`src/rtl/gps_pkg.sv`:
```
// Types and constants shared by the GPS receive path: the one-hot UART RX
// state encoding, the NMEA bytes the parser relies on, and a 2-of-3 vote helper.
package gps_pkg;

   typedef enum logic [4:0] {
      IDLE  = 5'b00001,
      START = 5'b00010,
      DATA  = 5'b00100,
      STOP  = 5'b01000,
      BREAK = 5'b10000
   } rx_state_e;

   localparam logic [7:0] ASCII_DOLLAR = 8'h24;
   localparam logic [7:0] ASCII_COMMA  = 8'h2C;
   localparam logic [7:0] ASCII_NUL    = 8'h00;

   function automatic logic maj3(input logic a, input logic b, input logic c);
      return (a & b) | (a & c) | (b & c);
   endfunction

endpackage

```
`src/rtl/gps_uart_baud_cnt.sv`:
```
// Free-running bit-period counter (0..DIV-1, wraps) with synchronous clear,
// a mid-bit strobe at count MID and a terminal strobe at count DIV-1.
module gps_uart_baud_cnt #(
   parameter int DIV = 10,
   parameter int MID = 4
) (
   input  logic clk,
   input  logic rst_n,
   input  logic clr_i,
   output logic mid_o,
   output logic term_o
);

   localparam int W = (DIV > 1) ? $clog2(DIV) : 1;
   localparam logic [W-1:0] MID_V  = W'(MID);
   localparam logic [W-1:0] TERM_V = W'(DIV - 1);

   logic [W-1:0] cnt_q;
   logic [W-1:0] cnt_d;

   // Next count: clear has priority, otherwise wrap at the end of the bit period.
   always_comb begin
      cnt_d = cnt_q;
      if (clr_i) begin
         cnt_d = '0;
      end else if (cnt_q == TERM_V) begin
         cnt_d = '0;
      end else begin
         cnt_d = cnt_q + W'(1);
      end
   end

   // Count register.
   always_ff @(posedge clk) begin
      if (!rst_n) begin
         cnt_q <= '0;
      end else begin
         cnt_q <= cnt_d;
      end
   end

   assign mid_o  = (cnt_q == MID_V);
   assign term_o = (cnt_q == TERM_V);

endmodule

```
`src/rtl/gps_uart_rx.sv`:
```
// 8N1 UART receiver for the NMEA parser: data_rx is valid from each rx_int fall.
// Define GPS_UART_RX_MAJORITY_EN for 2-of-3 majority sampling around mid-bit.
module gps_uart_rx #(
   parameter int CLK_FREQ = 50_000_000,
   parameter int BAUD     = 9600
) (
   input  logic       clk,
   input  logic       rst_n,
   input  logic       uart_rxd,
   output logic [7:0] data_rx,
   output logic       rx_int,
   output logic       frame_err
);

   import gps_pkg::*;

   localparam int BAUD_DIV = CLK_FREQ / BAUD;

   logic       sync1_q, rxd_s_q, rxd_prev_q;
   logic       fall_s, bit_s, mid_s, term_s, cnt_clr_s;
   rx_state_e  state_q, state_d;
   logic [7:0] shift_q, shift_d, data_q, data_d;
   logic [2:0] bit_idx_q, bit_idx_d;
   logic       rx_int_q, rx_int_d, frame_err_q, frame_err_d;

   // Two-flop synchroniser plus one delayed copy for fall detection.
   always_ff @(posedge clk) begin
      if (!rst_n) begin
         sync1_q    <= 1'b1;
         rxd_s_q    <= 1'b1;
         rxd_prev_q <= 1'b1;
      end else begin
         sync1_q    <= uart_rxd;
         rxd_s_q    <= sync1_q;
         rxd_prev_q <= rxd_s_q;
      end
   end

   assign fall_s = rxd_prev_q & ~rxd_s_q;

`ifdef GPS_UART_RX_MAJORITY_EN
   // Decisions move to mid+1 so the vote window is mid-1, mid, mid+1.
   localparam int MID_SAMPLE = BAUD_DIV / 2;
   logic rxd_d2_q;

   // Second delayed copy of the line feeding the vote.
   always_ff @(posedge clk) begin
      if (!rst_n) begin
         rxd_d2_q <= 1'b1;
      end else begin
         rxd_d2_q <= rxd_prev_q;
      end
   end

   assign bit_s = maj3(rxd_s_q, rxd_prev_q, rxd_d2_q);
`else
   localparam int MID_SAMPLE = BAUD_DIV / 2 - 1;
   assign bit_s = rxd_s_q;
`endif

   gps_uart_baud_cnt #(
      .DIV (BAUD_DIV),
      .MID (MID_SAMPLE)
   ) u_baud_cnt (
      .clk    (clk),
      .rst_n  (rst_n),
      .clr_i  (cnt_clr_s),
      .mid_o  (mid_s),
      .term_o (term_s)
   );

   // State register.
   always_ff @(posedge clk) begin
      if (!rst_n) begin
         state_q <= IDLE;
      end else begin
         state_q <= state_d;
      end
   end

   // Next-state logic.
   always_comb begin
      state_d = state_q;
      case (state_q)
         IDLE:    if (fall_s) state_d = START; else state_d = IDLE;
         START:   if (mid_s) state_d = bit_s ? IDLE : DATA; else state_d = START;
         DATA:    if (term_s && (bit_idx_q == 3'd7)) state_d = STOP; else state_d = DATA;
         STOP:    if (term_s) state_d = bit_s ? IDLE : BREAK; else state_d = STOP;
         BREAK:   if (rxd_s_q) state_d = IDLE; else state_d = BREAK;
         default: state_d = IDLE;
      endcase
   end

   // Datapath and output next values; data_rx only moves when rx_int drops.
   always_comb begin
      cnt_clr_s   = 1'b0;
      shift_d     = shift_q;
      bit_idx_d   = bit_idx_q;
      data_d      = data_q;
      rx_int_d    = rx_int_q;
      frame_err_d = 1'b0;
      case (state_q)
         IDLE: begin
            cnt_clr_s = fall_s;
            rx_int_d  = 1'b0;
         end
         START: begin
            if (mid_s && !bit_s) begin
               rx_int_d  = 1'b1;
               cnt_clr_s = 1'b1;
               bit_idx_d = 3'd0;
            end else begin
               rx_int_d  = 1'b0;
            end
         end
         DATA: begin
            if (term_s) begin
               shift_d   = {bit_s, shift_q[7:1]};
               bit_idx_d = bit_idx_q + 3'd1;
            end else begin
               shift_d   = shift_q;
            end
         end
         STOP: begin
            if (term_s) begin
               rx_int_d = 1'b0;
               if (bit_s) begin
                  data_d = shift_q;
               end else begin
                  data_d      = ASCII_NUL;
                  frame_err_d = 1'b1;
               end
            end else begin
               rx_int_d = 1'b1;
            end
         end
         BREAK:   rx_int_d = 1'b0;
         default: rx_int_d = 1'b0;
      endcase
   end

   // Datapath and output registers.
   always_ff @(posedge clk) begin
      if (!rst_n) begin
         shift_q     <= 8'h00;
         bit_idx_q   <= 3'd0;
         data_q      <= 8'h00;
         rx_int_q    <= 1'b0;
         frame_err_q <= 1'b0;
      end else begin
         shift_q     <= shift_d;
         bit_idx_q   <= bit_idx_d;
         data_q      <= data_d;
         rx_int_q    <= rx_int_d;
         frame_err_q <= frame_err_d;
      end
   end

   assign data_rx   = data_q;
   assign rx_int    = rx_int_q;
   assign frame_err = frame_err_q;

endmodule
```
`config.mk`:
```
export PLATFORM = sky130hd
export DESIGN_NAME = gps_uart_rx
export DESIGN_NICKNAME = d
export VERILOG_FILES = /design/src/rtl/gps_pkg.sv /design/src/rtl/gps_uart_baud_cnt.sv /design/src/rtl/gps_uart_rx.sv
export SDC_FILE = /design/constraint.sdc
export NUM_CORES = 1
export LEC_CHECK = 0
export CAP_MARGIN = 10
export CORE_MARGIN = 4
export CORE_UTILIZATION = 55
export CTS_CLUSTER_SIZE = 40
export DETAILED_ROUTE_END_ITERATION = 7
export PLACE_DENSITY = 0.85
export SYNTH_ARGS = -nofsm -noshare
export SYNTH_HDL_FRONTEND = slang
export SYNTH_SLANG_ARGS = --single-unit
```
`constraint.sdc`:
```
create_clock -name clk -period 4.88 [get_ports clk]
set_input_delay 0.732 -clock clk [delete_from_list [all_inputs] [get_ports clk]]
set_output_delay 0.732 -clock clk [all_outputs]
set_load 0.02 [all_outputs]
```
==> results_tabular.tex <==
\begin{tabular}{lr}
\hline
Metric & Value \\
\hline
\multicolumn{2}{l}{\textbf{Status}} \\
\quad Status & finished clean \\
\multicolumn{2}{l}{\textbf{Global routing}} \\
\quad Residual overflow from global routing & 0 \\
\quad Aggregate global-route resource usage & 17.8\% \\
\quad Most Crowded Layer GR & met2 \\
\quad Global-route wire length before repair & 5930 um \\
\quad Via count of the first global-routing pass & 1,342 \\
\quad Global routing usage on met3 & 3.57\% \\
\quad Met2 Track Usage GR & 29.2\% \\
\quad Number of antenna violations at the first check in global routing & 0 \\
\quad Met1 track demand over resource & 21.3\% \\
\quad Maximum number of pins on one net before global-route repair & 19 \\
\multicolumn{2}{l}{\textbf{Clocking}} \\
\quad Clock buffer count from CTS & 5 \\
\quad Maximum level of the CTS H-tree & 2 \\
\quad Clock Latency Late Sink & 0.35 ns \\
\quad Clock edge transition at the registers on the reported setup and hold paths & 0.13 ns \\
\quad Root buffer selected by CTS & clkbuf\_4 \\
\quad Count of hold buffers inserted by post-cts repair & 0 \\
\quad Buffer levels on the longest clock path & 2 \\
\quad Total setup buffers inserted after CTS & 0 \\
\quad Quantity of gates resized following cts & 0 \\
\quad Clock tree from TritonCTS & yes \\
\quad Clk sinks & 42 \\
\multicolumn{2}{l}{\textbf{Worst setup path}} \\
\quad Largest fanout of any net on the critical path & 18 \\
\quad Data arrival time at the worst-slack endpoint & 2.54 ns \\
\quad Source of the worst register-to-register timing path & u\_baud\_cnt.cnt\_q[0] \\
\quad Ordered list of cells on the worst path & clkdlybuf4s50\_1 > clkinv\_1 > a21oi\_1 > o31ai\_1 > o21bai\_1 \\
\quad Slowest Stage Delay on Critical Path & 0.72 ns \\
\quad Start point of the critical path & rst\_n \\
\quad Critical Path Start Type & input pin \\
\quad CP delay by family, top & buffers and inverters \\
\quad CP Class & input pin to flip-flop \\
\quad Worst endpoint required time & 5.13 ns \\
\quad Critical Path Slowest Stage Cell & clkdlybuf4s50\_1 \\
\quad Kind of end point of the critical path & flip-flop \\
\quad Count of buffering cells on the critical path with inverters included & 2 \\
\multicolumn{2}{l}{\textbf{Power and ir drop}} \\
\quad Share of power burned in the clock network & 31.2\% \\
\quad Sw Ratio & 23.7\% \\
\quad Sequential group share of total power & 65.2\% \\
\quad P\_leak & 0.754 nW \\
\quad Power consumption & 0.539 mW \\
\quad Internal power consumption & 0.411 mW \\
\quad Power density over the cells & 264 nW/um2 \\
\quad Highest ir drop seen on vdd & 0.000191 V \\
\quad Combinational fraction of design power & 3.7\% \\
\quad Switching pwr & 0.128 mW \\
\multicolumn{2}{l}{\textbf{Timing}} \\
\quad Fmax & 437 MHz \\
\quad Slew at the pin closest to its max-slew limit & 0.474 ns \\
\quad Period minus WS final & 2.29 ns \\
\quad Worst Setup Slack, final & 2.59 ns \\
\quad Total count of hold-check failures in the final report & 0 \\
\quad Number of pins exceeding their max-slew limit in the final report & 0 \\
\quad Unrepaired setup endpoints after global routing & false \\
\quad Relative slew slack & 68.1\% \\
\quad Share of the clock period used by the worst path after layout & 46.9\% \\
\quad Final setup viols & 0 \\
\quad Sum of negative setup slack & 0 ns \\
\quad Worst clock skew & 0.0117 ns \\
\multicolumn{2}{l}{\textbf{Min path}} \\
\quad Type of the tightest min-delay check & flip-flop to flip-flop \\
\quad Hold path startpoint & sync1\_q \\
\multicolumn{2}{l}{\textbf{Floorplanning}} \\
\quad Die span in x & 66.1 um \\
\quad Die Ht & 66.1 um \\
\quad Core box area & 3150 um2 \\
\quad Total number of placement rows & 20 \\
\quad Initial Util & 58.9\% \\
\quad Boundary Pins & 13 \\
\quad Die area & 4370 um2 \\
\multicolumn{2}{l}{\textbf{Routing}} \\
\quad Total iterations of the first detailed-routing run & 4 \\
\quad Number of DRC violations after detailed routing & 0 \\
\quad Detailed-route wire length & 3370 um \\
\quad Via density & 5.39 \\
\quad 1st-iter DRT viols & 97 \\
\quad Total number of vias & 1,411 \\
\quad WL/cell & 12.9 um \\
\quad Detail Route Antenna Nets & 0 \\
\multicolumn{2}{l}{\textbf{Synth}} \\
\quad Cell taking the most area after synthesis & dfxtp\_1 \\
\quad Syn Nets & 211 \\
\quad Netlist area before placement & 1860 um2 \\
\quad Compound-gate portion of the synthesized area & 4.92\% \\
\quad Proportion of synthesized flip-flops having asynchronous set or reset & 0\% \\
\quad Distinct cell type count after synthesis & 35 \\
\quad Synth Instances & 205 \\
\quad Proportion of synthesized chip area in sequential cells & 45.3\% \\
\quad Largest family of logic cells by synthesized area & simple AND/OR/NAND/NOR gates \\
\quad Syn. warnings & 0 \\
\quad Average size of a mapped cell & 9.06 um2 \\
\quad Post-synth EDFFs & 0 \\
\quad Proportion of synthesized area in mux cells & 7.07\% \\
\quad Most common flop cell mapped by yosys & dfxtp\_1 \\
\quad Post-synthesis sequential element count & 42 \\
\quad Fraction of post-synthesis cell area in the top cell type by area & 45.3\% \\
\quad Biggest area contributors in the synthesized netlist & dfxtp\_1 (45\%), mux2i\_1 (6.5\%), nor2\_1 (6.3\%) \\
\quad Synth Area in Simple Gates & 31.1\% \\
\quad Post-Synth Adder-Cell Area & 2.02\% \\
\quad Xor and xnor fraction of the mapped netlist area & 5.66\% \\
\multicolumn{2}{l}{\textbf{Layout}} \\
\quad Final design instance area without fill & 2040 um2 \\
\quad \# diodes & 0 \\
\quad Non-filler instance count after layout & 262 \\
\quad Syn-to-layout area delta & 9.83\% \\
\quad Sequential cell area in the final layout & 841 um2 \\
\quad Filler instances & 282 \\
\quad Post-layout nets & 223 \\
\quad Share of final-layout standard cells stronger than drive strength 1 & 8.26\% \\
\quad Area of the multi-input gates & 943 um2 \\
\multicolumn{2}{l}{\textbf{Placed design}} \\
\quad Detailed-placement wirelength estimate & 2440 um \\
\quad Post-Place Cell Area & 1990 um2 \\
\quad Minimum setup slack after placement & 2.19 ns \\
\quad Port buffer count & 12 \\
\quad Cell Count Post-Placement & 254 \\
\quad Global placement routability congestion & 0.838 \\
\multicolumn{2}{l}{\textbf{Flow run}} \\
\quad Maximum capacitance violations & 0 \\
\hline
\end{tabular}
path summary, 6_finish.rpt:
path                              endpoint  slack (ns)  cells after the start
worst max-delay path            state_q[0]        2.59                      5
worst max register to register  shift_q[2]        3.03                      6
worst min-delay path                 bit_s        0.42                      1
worst min register to register       bit_s        0.42                      1
layer usage:
metal | routed length, um | vias up
met4 | 77 | 0
li1 | - | 726
met5 | 0 | -
met3 | 106 | 7
met2 | 1650 | 21
met1 | 1540 | 657
through the flow:
stage / hold WS [ns] / utilization (%)
after floorplan: 0.386 / -
after global placement: 0.395 / 63.0
after detailed placement: 0.397 / 63.0
after CTS: 0.424 / 64.7
after global routing: 0.435 / 64.7
final: 0.418 / 64.7
power by group through the flow:
| stage | combinational [mW] | sequential [mW] | clock, mW |
|---|---|---|---|
| after floorplan | 0.0182 | 0.357 | 0 |
| after global placement | 0.0197 | 0.359 | 0 |
| after detailed placement | 0.0200 | 0.359 | 0 |
| after CTS | 0.0200 | 0.351 | 0.173 |
| after global routing | 0.0225 | 0.353 | 0.193 |
| final | 0.0197 | 0.352 | 0.168 |
synthesized netlist by cell type, types with 3 or more instances:
library cell	number
mux2i_1	12
xnor2_1	4
ha_1	3
nand2_1	24
nand3_1	18
dfxtp_1	42
nor2_1	31
and4bb_2	5
inv_1	4
a21oi_1	14
nand4_1	4
and2_1	3
and3_1	5
xor2_1	8
buf_6	3
kinds of logic after synthesis:
kind of cell,Yosys count
XOR/XNOR,12
AND/OR/NAND/NOR,105
multiplexers,13
adder cells (fa/ha/maj),3
flip-flops,42
buffers and inverters,13
AO/OA/AOI/OAI,17
cells in the final DEF, fill, tap and decap left out, drive strengths merged, types with 2 or more instances in the layout:
cell type / Yosys / final
inv: 4 / 4
dfxtp: 42 / 42
xor2: 8 / 8
nand2: 24 / 24
mux2i: 12 / 12
a21oi: 14 / 14
nand3: 18 / 18
clkbuf: 2 / 6
clkdlybuf4s50: 0 / 12
nor2b: 2 / 2
nand4: 5 / 5
nor4b: 2 / 2
nor2: 31 / 31
nand2b: 2 / 2
and4bb: 6 / 6
and2: 3 / 3
clkinv: 1 / 3
and3: 5 / 5
ha: 3 / 3
xnor2: 4 / 4
sequential cells by signal (all words and copies together), names as in the netlist:
register / flops
frame_err: 1
rx_int: 1
bit_s: 1
rxd_prev_q: 1
u_baud_cnt.cnt_q: 13
sync1_q: 1
shift_q: 8
state_q: 5
bit_idx_q: 3
data_rx: 8
final cells by class:
| class | instances | share of cell area, % |
|---|---|---|
| multi-input combinational | 150 | 46.2 |
| sequential | 42 | 41.2 |
| inverter | 5 | 0.920 |
| timing repair buffer | 13 | 6.25 |
| clock inverter | 2 | 0.674 |
| tap | 44 | 2.70 |
| clock buffer | 6 | 2.02 |
Note: power is estimated with default switching activity, not from simulation.
==> patch (same settings) <==
Register the output `data_rx` once more, without a reset; this adds one clock of latency there. The other outputs are not delayed to match.
--- a/src/rtl/gps_uart_rx.sv
+++ b/src/rtl/gps_uart_rx.sv
@@ -157,5 +157,7 @@
    end
 
-   assign data_rx   = data_q;
+   always_ff @(posedge clk) begin
+      data_rx <= data_q;
+   end
    assign rx_int    = rx_int_q;
    assign frame_err = frame_err_q;
Function: same outputs for any inputs over 10 cycles, from zero or initial values and one cycle with rst_n low; that may be too few to reach the edited logic, so the function may still have changed.
==> patch against the unedited design <==
Power grew 19%. Synthesized cell count grew 6.8%. Sequential power is 18% higher. Register-to-register slack lost 370 ps. Design area up 6.6%. Non-clock buffer count down 1. Worst setup slack better by 20 ps. Routed wire length rose by 8.4%. Sequential cell count up 8. Synthesized area rose by 7.9%. Highest routed layer unchanged.
==> patch: results (changes against the unedited design) <==
- Slew margin rel.: 0.510 (-0.171)
- Status: finished clean
- FILL cells: 304 (+7.8%)
- Synth cell count leaders: dfxtp_1, nor2_1, o21ai_0
- Post-Place Setup Slack: 2250 ps (+62.5 ps)
- Synth top area cells: dfxtp_1, o21ai_0, nand4_1
- Clk slew on worst S/H paths: 150 ps (+20 ps)
- Hold-critical path endpoint: data_rx[6]
- Synth top area share: 0.499 (+0.0469)
- Largest net degree at the start of global routing: 21 (+2)
- Area share of buffers outside the clock network: 0.0552 (-0.00730)
- Multi-input gate area: 917 um2 (-2.8%)
- Core area: 0.00342 mm2 (+8.3%)
- Design area: 0.00217 mm2 (+6.6%)
- Reg2reg setup slack: 2660 ps (-370 ps)
- Worst skew pair latency: 370 ps (+20 ps)
- CP Max Fanout: 19 (+1)
- Seq Cell Count: 50 (+19%)
- Detailed Route WL: 3650 um (+8.4%)
- Syn_nets: 225 (+6.6%)
- Largest class: registers
- Seq/Total Area, Yosys: 0.499 (+0.0469)
- Multi-input combinational gate total: 153 (+2.0%)
- Routed WL per cell: 13.4 um (+4.4%)
- Slowest stage delay, CP: 700 ps (-20 ps)
- Leak Pwr: 0.726 nW (-3.7%)
- Worst r2r path cells: 5 (-1)
- Placed cell area: 0.00211 mm2 (+6.1%)
- GP Congestion: 0.838 (about the same)
- Register Area: 0.00100 mm2 (+19%)
==> patch: changes by cell type after synthesis, sizes merged, moves of 4 or more <==
| cell | before | now |
|---|---|---|
| and3b | 0 | 4 |
| and4bb | 6 | 1 |
| dfxtp | 42 | 50 |
| mux2i | 12 | 0 |
| nand2 | 24 | 11 |
| nand4 | 5 | 14 |
| nor2 | 31 | 19 |
| nor3 | 0 | 6 |
| o21ai | 0 | 18 |
| o22ai | 0 | 4 |
==> patch: cells by family (layout without fill, tap and decap cells) <==
logic type / count (synthesis) / count (layout) / synth area share
AND/OR/NAND/NOR: 89 / 89 / 0.246
buffers and inverters: 16 / 23 / 0.0431
adder cells (fa/ha/maj): 3 / 3 / 0.0187
XOR/XNOR: 12 / 12 / 0.0524
flip-flops: 50 / 50 / 0.499
AO/OA/AOI/OAI: 49 / 49 / 0.140
==> patch: worst max path at each step <==
| stage | slack, ps | depth (start not counted) | endpoint | start |
|---|---|---|---|---|
| after floorplan | 3330 | 6 | u_baud_cnt.cnt_q[11] | u_baud_cnt.cnt_q[0] |
| after global placement | 2360 | 4 | state_q[1] | rst_n |
| after detailed placement | 2250 | 4 | state_q[1] | rst_n |
| after CTS | 2640 | 5 | u_baud_cnt.cnt_q[6] | u_baud_cnt.cnt_q[0] |
| after global routing | 2430 | 5 | u_baud_cnt.cnt_q[7] | u_baud_cnt.cnt_q[0] |
| final | 2610 | 4 | state_q[3] | rst_n |
==> patch: report_power, final <==
group | switching (mW) | internal, mW | total, mW
clock | 0.133 | 0.0722 | 0.206
sequential | 0.00460 | 0.412 | 0.417
combinational | 0.0125 | 0.00770 | 0.0202
==> patch: layer usage <==
layer	global-route usage	routed length [um]
met1	0.216	1620
met2	0.285	1750
met3	0.0608	199
met4	0.0695	85
met5	0	0
